[src/rtl/simon_pkt_unpack.sv]
// simon_pkt_unpack: validates SIMON host packets (handshake pkt_*) and routes them as a key (key_*) or one/two data blocks (data_*), with sticky error flags (err_*).
module simon_pkt_unpack #(
  parameter int N = 32,
  parameter int M = 4,
  parameter logic [3:0] MODE = 4'd3,
  localparam int PKT_W = (N/2+2)*8
) (
  input  logic             clk,
  input  logic             nR,
  input  logic [PKT_W-1:0] pkt_in,
  input  logic             pkt_valid,
  output logic             pkt_ready,
  output logic [M*N-1:0]   key_out,
  output logic             key_valid,
  input  logic             key_ready,
  output logic [2*N-1:0]   data_out,
  output logic             data_valid,
  input  logic             data_ready,
  output logic [7:0]       info_out,
  output logic [7:0]       count_exp,
  output logic             err_count,
  output logic             err_mode,
  output logic             err_dir,
  input  logic             err_clr
);
  typedef enum logic [1:0] {IDLE, CHECK, EMIT_A, EMIT_B} state_t;
  state_t state_q, state_d;
  logic [PKT_W-1:0] pkt_q, pkt_d;
  logic [M*N-1:0] key_out_q, key_out_d;
  logic [2*N-1:0] data_out_q, data_out_d;
  logic [7:0] info_out_q, info_out_d, count_exp_q, count_exp_d, cnt, info;
  logic key_valid_q, key_valid_d, data_valid_q, data_valid_d;
  logic err_count_q, err_count_d, err_mode_q, err_mode_d, err_dir_q, err_dir_d;
  logic bad_mode, bad_dir, two;
  assign cnt = pkt_q[4*N +: 8];
  assign info = pkt_q[4*N+8 +: 8];
  assign bad_mode = info[3:0] != MODE;
  assign bad_dir = info[4];
  assign two = !info[5] && info[7];
  assign pkt_ready = nR && state_q == IDLE;
  assign key_out = key_out_q;
  assign key_valid = key_valid_q;
  assign data_out = data_out_q;
  assign data_valid = data_valid_q;
  assign info_out = info_out_q;
  assign count_exp = count_exp_q;
  assign err_count = err_count_q;
  assign err_mode = err_mode_q;
  assign err_dir = err_dir_q;
  always_comb begin
    state_d = state_q;
    pkt_d = pkt_q;
    key_out_d = key_out_q;
    data_out_d = data_out_q;
    info_out_d = info_out_q;
    key_valid_d = key_valid_q;
    data_valid_d = data_valid_q;
    count_exp_d = count_exp_q;
    err_count_d = err_count_q && !err_clr;
    err_mode_d = err_mode_q && !err_clr;
    err_dir_d = err_dir_q && !err_clr;
    case (state_q)
      IDLE: if (pkt_valid && pkt_ready) begin
        pkt_d = pkt_in;
        state_d = CHECK;
      end
      CHECK: begin
        count_exp_d = cnt + 8'd1;
        err_count_d = err_count_d || cnt != count_exp_q;
        err_mode_d = err_mode_d || bad_mode;
        err_dir_d = err_dir_d || bad_dir;
        state_d = (bad_mode || bad_dir) ? IDLE : EMIT_A;
        if (!(bad_mode || bad_dir)) begin
          key_out_d = pkt_q[M*N-1:0];
          data_out_d = two ? pkt_q[2*N-1:0] : pkt_q[4*N-1:2*N];
          info_out_d = info;
        end
      end
      EMIT_A: if (!key_valid_q && !data_valid_q) begin
        key_valid_d = info[5];
        data_valid_d = !info[5];
      end else if (key_valid_q ? key_ready : data_ready) begin
        key_valid_d = 1'b0;
        data_valid_d = two;
        data_out_d = two ? pkt_q[4*N-1:2*N] : data_out_q;
        state_d = two ? EMIT_B : IDLE;
      end
      default: if (data_ready) begin
        data_valid_d = 1'b0;
        state_d = IDLE;
      end
    endcase
  end
  always_ff @(posedge clk) begin
    if (!nR) begin
      state_q <= IDLE;
      pkt_q <= '0;
      key_out_q <= '0;
      data_out_q <= '0;
      info_out_q <= '0;
      key_valid_q <= 1'b0;
      data_valid_q <= 1'b0;
      count_exp_q <= '0;
      err_count_q <= 1'b0;
      err_mode_q <= 1'b0;
      err_dir_q <= 1'b0;
    end else begin
      state_q <= state_d;
      pkt_q <= pkt_d;
      key_out_q <= key_out_d;
      data_out_q <= data_out_d;
      info_out_q <= info_out_d;
      key_valid_q <= key_valid_d;
      data_valid_q <= data_valid_d;
      count_exp_q <= count_exp_d;
      err_count_q <= err_count_d;
      err_mode_q <= err_mode_d;
      err_dir_q <= err_dir_d;
    end
  end
endmodule

[config.mk]
export PLATFORM = sky130hd
export DESIGN_NAME = simon_pkt_unpack
export DESIGN_NICKNAME = d
export VERILOG_FILES = /design/src/rtl/simon_pkt_unpack.sv
export SDC_FILE = /design/constraint.sdc
export NUM_CORES = 1
export LEC_CHECK = 0
export BUFFER_PORTS_ARGS = -buffer_cell sky130_fd_sc_hd__buf_4
export CAP_MARGIN = 20
export CORE_MARGIN = 10
export CORE_UTILIZATION = 52
export CTS_CLUSTER_SIZE = 20
export DETAILED_ROUTE_END_ITERATION = 16
export GPL_TIMING_DRIVEN = 0
export PLACE_DENSITY_LB_ADDON = 0.3
export SLEW_MARGIN = 20
export SYNTH_ARGS = -nofsm -noshare
export SYNTH_HDL_FRONTEND = slang
export SYNTH_SLANG_ARGS = --single-unit
[constraint.sdc]
create_clock -name clk -period 2.15 [get_ports clk]
set_clock_uncertainty 0.2 [all_clocks]
set_input_delay 0.215 -clock clk [delete_from_list [all_inputs] [get_ports clk]]
set_output_delay 0.215 -clock clk [all_outputs]
set_load 0.005 [all_outputs]
==> reports/metrics.yaml, run 1 <==
status: "finished clean"
rr_worst_depth: 8
ant_nets: 0
drt-pass1-iter-count: 6
yosys.cell_types.count: 40
relSlewSlack_pct: 34.21
fin_crit_sh_pct: 97.75
drv_cap: 0
drt-initial-drc-count: 1147
totalWireLength_um: 50460
r2r-end: "key_out[107]$_SDFFE_PN0P_"
timing.reg2reg.setup_slack_ps: 70
vias_per_cell: 5.467
synthCells: 1604
port_buffers: 362
powerDensity_nw_per_um2: 752.2
drive_gt1_share_pct: 25.95
critPathRequiredTime_ps: 2310
start_kind: "input pin"
top_level_ports: 364
arrival_ps: 2270
numCtsBuffers: 37
ys.flop_type: "dfxtp_1"
grt_use_total_pct: 28.82
synth_top_area_share_pct: 52.81
synth_area_um2: 13610
crit_type: "in2reg"
place_area_um2: 16750
die_w_um: 181.8
final_area_um2: 19550
grt_pass1_wl_um: 77090
slew_viol_final: 0
r2r_start: "state_q[0]$_SDFFE_PN0P_"
clockBufferDepth: 3
synth-edff-count: 0
critPathCapture: "key_out[14]$_SDFFE_PN0P_"
ys_seq_area_share_pct: 52.81
yosysTopAreaCell: "dfxtp_1"
worst_pin_slew_ps: 986.9
die_y_um: 181.8
die_area_um2: 33040
p_leak_nw: 7.701
hpwl_um: 34720
setup_viol: 0
fmax_mhz: 475.8
ys_warn_count: 0
cts_max_level: 2
hold_viol_final: 0
fin_crit_ps: 2102
fillers: 1811
pre_cts_slack_ps: -966.3
drc_errors: 0
syn_nets: 1755
synthTopCellsByArea: "dfxtp_1, nand2_1, a211oi_2, o21ai_0, a21oi_1"
synth-seq-cells: 359
tns_ps: 0
routabilityCongestion: 0.8855
grt_max_degree: 14
antenna_found_initial: 4
cp_max_fo: 12
final_common_cell: "nand2_1"
cts_root_buffer: "clkbuf_16"
finalNetCount: 2309
vias: 13794
timing.final.ws_setup_ps: 48.37
final_cell_mix: "nand2_1, buf_4, dfxtp_1, dlygate4sd3_1, o21ai_0"
grt_pass1_vias: 13841
hold_path_class: "in2reg"
worst_setup_path_end_kind: "flip-flop"
insertion_delay_ps: 520
critPathLaunch: "nR"
row_count: 59
cts_tree: "built"
vdd_drop_max_mv: 0.7045
path_clk_slew_ps: 60
overflow: 0
ys_async_sr_fraction_pct: 0
cts.sinks: 359
wl_per_cell_um: 20.00
start_util_pct: 52.52
area_delta_synth_final_pct: 43.66
coreArea_um2: 25910
avgSynthCellArea_um2: 8.485
cell usage after synthesis, drive strengths merged, types with 2 or more instances:
| cell | number |
|---|---|
| nand2 | 554 |
| mux2i | 65 |
| a21oi | 142 |
| nand3 | 2 |
| dfxtp | 359 |
| nor2 | 17 |
| clkbuf | 67 |
| inv | 5 |
| nor2b | 3 |
| buf | 63 |
| xor2 | 4 |
| a211oi | 70 |
| nor3b | 2 |
| nand2b | 6 |
| and3 | 6 |
| o31ai | 2 |
| o21ai | 148 |
| xnor2 | 10 |
| nor3 | 65 |
| or2 | 2 |
| nand4 | 3 |
cell type report:
type	count	area [um2]	area share (%)
Tap cell	335	419.2	2.144
Inverter	5	18.77	0.09599
Clock buffer	57	1104	5.644
Buffer	129	690.7	3.533
Timing Repair Buffer	516	4244	21.71
Sequential cell	359	7191	36.78
Clock inverter	9	73.82	0.3776
Multi-Input combinational cell	1110	5803	29.68
Antenna cell	3	7.507	0.03840
per-layer routing:
layer	up-vias	share of wire, %	GRT usage [%]
li1	6474	-	-
met1	6450	38	33.99
met2	715	47	47.67
met3	155	9.4	7.396
met4	0	5.3	14.48
met5	-	0	0
through the flow:
step / hold slack [ps] / cells / util, % / power [mW]
finish: 200.0 / 2523 / 75.46 / 14.71
global route: 229.2 / 2523 / 75.46 / 15.13
CTS: 187.9 / 2519 / 75.18 / 14.69
detailed placement: 215.4 / 2301 / 64.63 / 8.296
global placement: 210.6 / 2301 / 64.63 / 8.264
floorplan: 123.5 / 1604 / - / 7.765
critical path, cell delays in order:
cell and delay [ps]:
buf_2 210, inv_1 530, clkbuf_1 630, clkbuf_1 520
a21oi_1 140
what timing repair did:
item,CTS,global route
hold buffers,148,0
endpoints found under the setup margin,332,321
pin swaps,2,0
hold endpoints to repair,151,0
buffers inserted,5,1
resized for setup,19,31
how the worst min path moves through the flow:
| stage | start | end | slack, ps | cells past startpoint |
|---|---|---|---|---|
| finish | nR | pkt_q[81]$_SDFFE_PN0P_ | 200 | 4 |
| global route | nR | pkt_q[81]$_SDFFE_PN0P_ | 230 | 4 |
| CTS | nR | pkt_q[84]$_SDFFE_PN0P_ | 190 | 4 |
| detailed placement | pkt_in[35] | pkt_q[35]$_SDFFE_PN0P_ | 220 | 3 |
| global placement | pkt_in[66] | pkt_q[66]$_SDFFE_PN0P_ | 210 | 3 |
| floorplan | pkt_in[143] | pkt_q[143]$_SDFFE_PN0P_ | 120 | 2 |
power breakdown:
part	total, mW	internal, mW	switching [mW]
sequential	7.13	6.90	0.231
clock	6.27	3.66	2.61
combinational	1.31	0.647	0.663
total	14.7	11.2	3.50
state kept, by name, summed over array words and instances (netlist names), 2 cells and up:
| register | cells |
|---|---|
| count_exp | 8 |
| data_out | 64 |
| info_out | 8 |
| key_out | 128 |
| pkt_q | 144 |
| state_q | 2 |
kinds of logic (layout without fill, tap and decap cells):
| family | count (synthesis) | after routing | share of synthesized area [%] |
|---|---|---|---|
| AND/OR/NAND/NOR | 666 | 666 | 19.81 |
| AO/OA/AOI/OAI | 364 | 364 | 16.97 |
| multiplexers | 65 | 65 | 4.781 |
| XOR/XNOR | 14 | 14 | 0.9009 |
| flip-flops | 359 | 359 | 52.81 |
| other | 0 | 3 | 0 |
| buffers and inverters | 135 | 716 | 4.634 |
| adder cells (fa/ha/maj) | 1 | 1 | 0.09192 |
Power figures use the tool's default switching activity.
==> run 2: changes to the inputs <==
Settings changed: CORE_UTILIZATION 52 to 47.
Clock period 2.15 ns to 1.8 ns, I/O delays scaled along.
==> reports/metrics.yaml, run 2 (synthesized netlist as in run 1, its figures left out) <==
vdd_drop_max_mv: 0.7872  # +12%
grt_pass1_wl_um: 78980  # +2.5%
setup_viol: 242  # +242
slew_viol_final: 0  # unchanged
overflow: 0  # unchanged
fmax_mhz: 497.0
wl_per_cell_um: 21.97  # +9.8%
port_buffers: 362  # unchanged
cts_max_level: 2  # unchanged
powerDensity_nw_per_um2: 835.9  # +11%
largest_reg_flops: 144  # unchanged
clockBufferDepth: 3  # unchanged
worst_path_largest_cell_delay_ps: 330  # -300 ps
r2r_start: "pkt_q[139]$_SDFFE_PN0P_"
die_area_um2: 36160  # +9.4%
p_leak_nw: 9.215  # +20%
holdCritStartpoint: "nR"
hpwl_um: 35160  # +1.3%
drv_cap: 0  # unchanged
start_kind: "flip-flop"
final_common_cell: "nand2_1"
grtUsageMet2_pct: 45.89  # -1.8 points
drt-initial-drc-count: 1145  # -0.17%
cts_root_buffer: "clkbuf_16"
violations: "negative setup slack"
worst_setup_path_end_kind: "flip-flop"
cp_top_family: "simple AND/OR/NAND/NOR gates"
crit_slowest_cell: "and4bb_2"
timing.final.ws_setup_ps: -212.1  # -260.5 ps
multi_input_area_um2: 6964  # +20%
timing.hold.ws_ps: 168.0  # -32.00 ps
area_delta_synth_final_pct: 64.84
row_count: 62  # +5.1%
worst_pin_slew_ps: 777.5  # -209.4 ps
critPathLaunch: "pkt_q[139]$_SDFFE_PN0P_"
final_cell_mix: "nand2_1, buf_4, dfxtp_1, dlygate4sd3_1, a21oi_1"
grt_max_degree: 20  # +6
use_met3_pct: 6.646  # -0.75 points
regMostFlops: "pkt_q"
insertion_delay_ps: 520  # about the same
total_power_mw: 18.75  # +28%
cp_max_fo: 10  # -2
dp.cells: 2350  # +2.1%
post_layout_nonfiller_instances: 2615  # +3.6%
vias_per_cell: 5.511  # +0.80%
start_util_pct: 47.54  # -5.0 points
arrival_ps: 2250  # -20 ps
finalNetCount: 2355  # +2.0%
vias: 14412  # +4.5%
fin_crit_ps: 2012
hold_path_class: "in2reg"
top_usage_layer: "met2"
cts.sinks: 359  # unchanged
ant_nets: 0  # unchanged
routabilityCongestion: 0.8718  # -1.5%
rsz0062_at_grt: "yes"
status: "finished with violations"
fin_crit_sh_pct: 111.8
die_w_um: 190.2  # +4.6%
crit_type: "reg2reg"
drive_gt1_share_pct: 39.80  # +14 points
coreArea_um2: 28630  # +10%
totalWireLength_um: 57440  # +14%
grt_util_met1_pct: 32.46  # -1.5 points
path_clk_slew_ps: 60  # about the same
numCtsBuffers: 38  # +2.7%
drc_errors: 0  # unchanged
top_level_ports: 364  # unchanged
diodes: 0  # -3
path_cells: "and4bb_2 > nor3b_4 > buf_6 > buf_12 > buf_12 > buf_6 > nand2_1 > a21oi_1"
grt_use_total_pct: 27.28  # -1.5 points
fillers: 1631  # -9.9%
die_y_um: 190.2  # +4.6%
cts_tree: "built"
antenna_found_initial: 0  # -4
drt-pass1-iter-count: 5  # -1
final-seq-area_um2: 7201  # +0.14%
grt_pass1_vias: 14053  # +1.5%
timing.reg2reg.setup_slack_ps: -210  # -280 ps
relSlewSlack_pct: 48.17  # +14 points
critPathRequiredTime_ps: 2040  # -270 ps
hold_viol_final: 0  # unchanged
worst-path-buf-inv: 4  # unchanged
==> run 2: final timing paths <==
| kind | end | cells after the start |
|---|---|---|
| worst min-delay path | pkt_q[80]$_SDFFE_PN0P_ | 4 |
| worst max register to register | key_out[12]$_SDFFE_PN0P_ | 8 |
| worst min register to register | key_out[67]$_SDFFE_PN0P_ | 2 |
| worst max-delay path | key_out[12]$_SDFFE_PN0P_ | 8 |
==> run 2: per-layer routing <==
layer / vias to the layer above / part of all wire [%]
met4: 0 / 5.5
met1: 6857 / 38
li1: 6591 / -
met5: - / 0
met2: 782 / 48
met3: 182 / 8.2
==> run 2: layout make-up <==
class	count	share of cell area, %
multi-input combinational	1111	31.04
sequential	359	32.10
clock inverter	12	0.7306
tap	384	2.142
timing repair buffer	561	23.00
inverter	5	0.08366
buffer	128	5.934
clock buffer	55	4.975
==> run 2: stage by stage <==
stage          utilization [%]  area, um2  worst slack, ps  TNS [ps]
5_1_grt                  78.37      22430           -286.3    -38770
2_1_floorplan                -      13610            8.259         0
4_1_cts                  71.75      20540           -123.9    -12810
6_report                 78.37      22430           -212.1    -24210
3_3_place_gp             58.72      16810            -1282   -313620
3_5_place_dp             58.72      16810            -1321   -316930
==> run 2: power by group <==
group | leakage (nW) | internal, mW | switching (mW)
combinational | 5.66 | 1.04 | 1.02
clock | 0.636 | 4.88 | 3.26
sequential | 2.92 | 8.24 | 0.315
total | 9.21 | 14.2 | 4.60
==> run 2: what timing repair did <==
item	4_1_cts	5_1_grt
pin swaps	8	137
setup endpoints to repair	348	341
hold buffers	150	0
gates resized for setup	216	487
hold endpoints to repair	151	0
cloned	7	23
buffers inserted	14	7
==> run 2: worst register-to-register path, stage by stage, from the launching register on <==
cell      delay, ps
dfxtp_2         320
and4bb_2        330
nor3b_4         230
buf_6           150
buf_12          130
buf_12          160
buf_6           160
nand2_1          80
a21oi_1         180
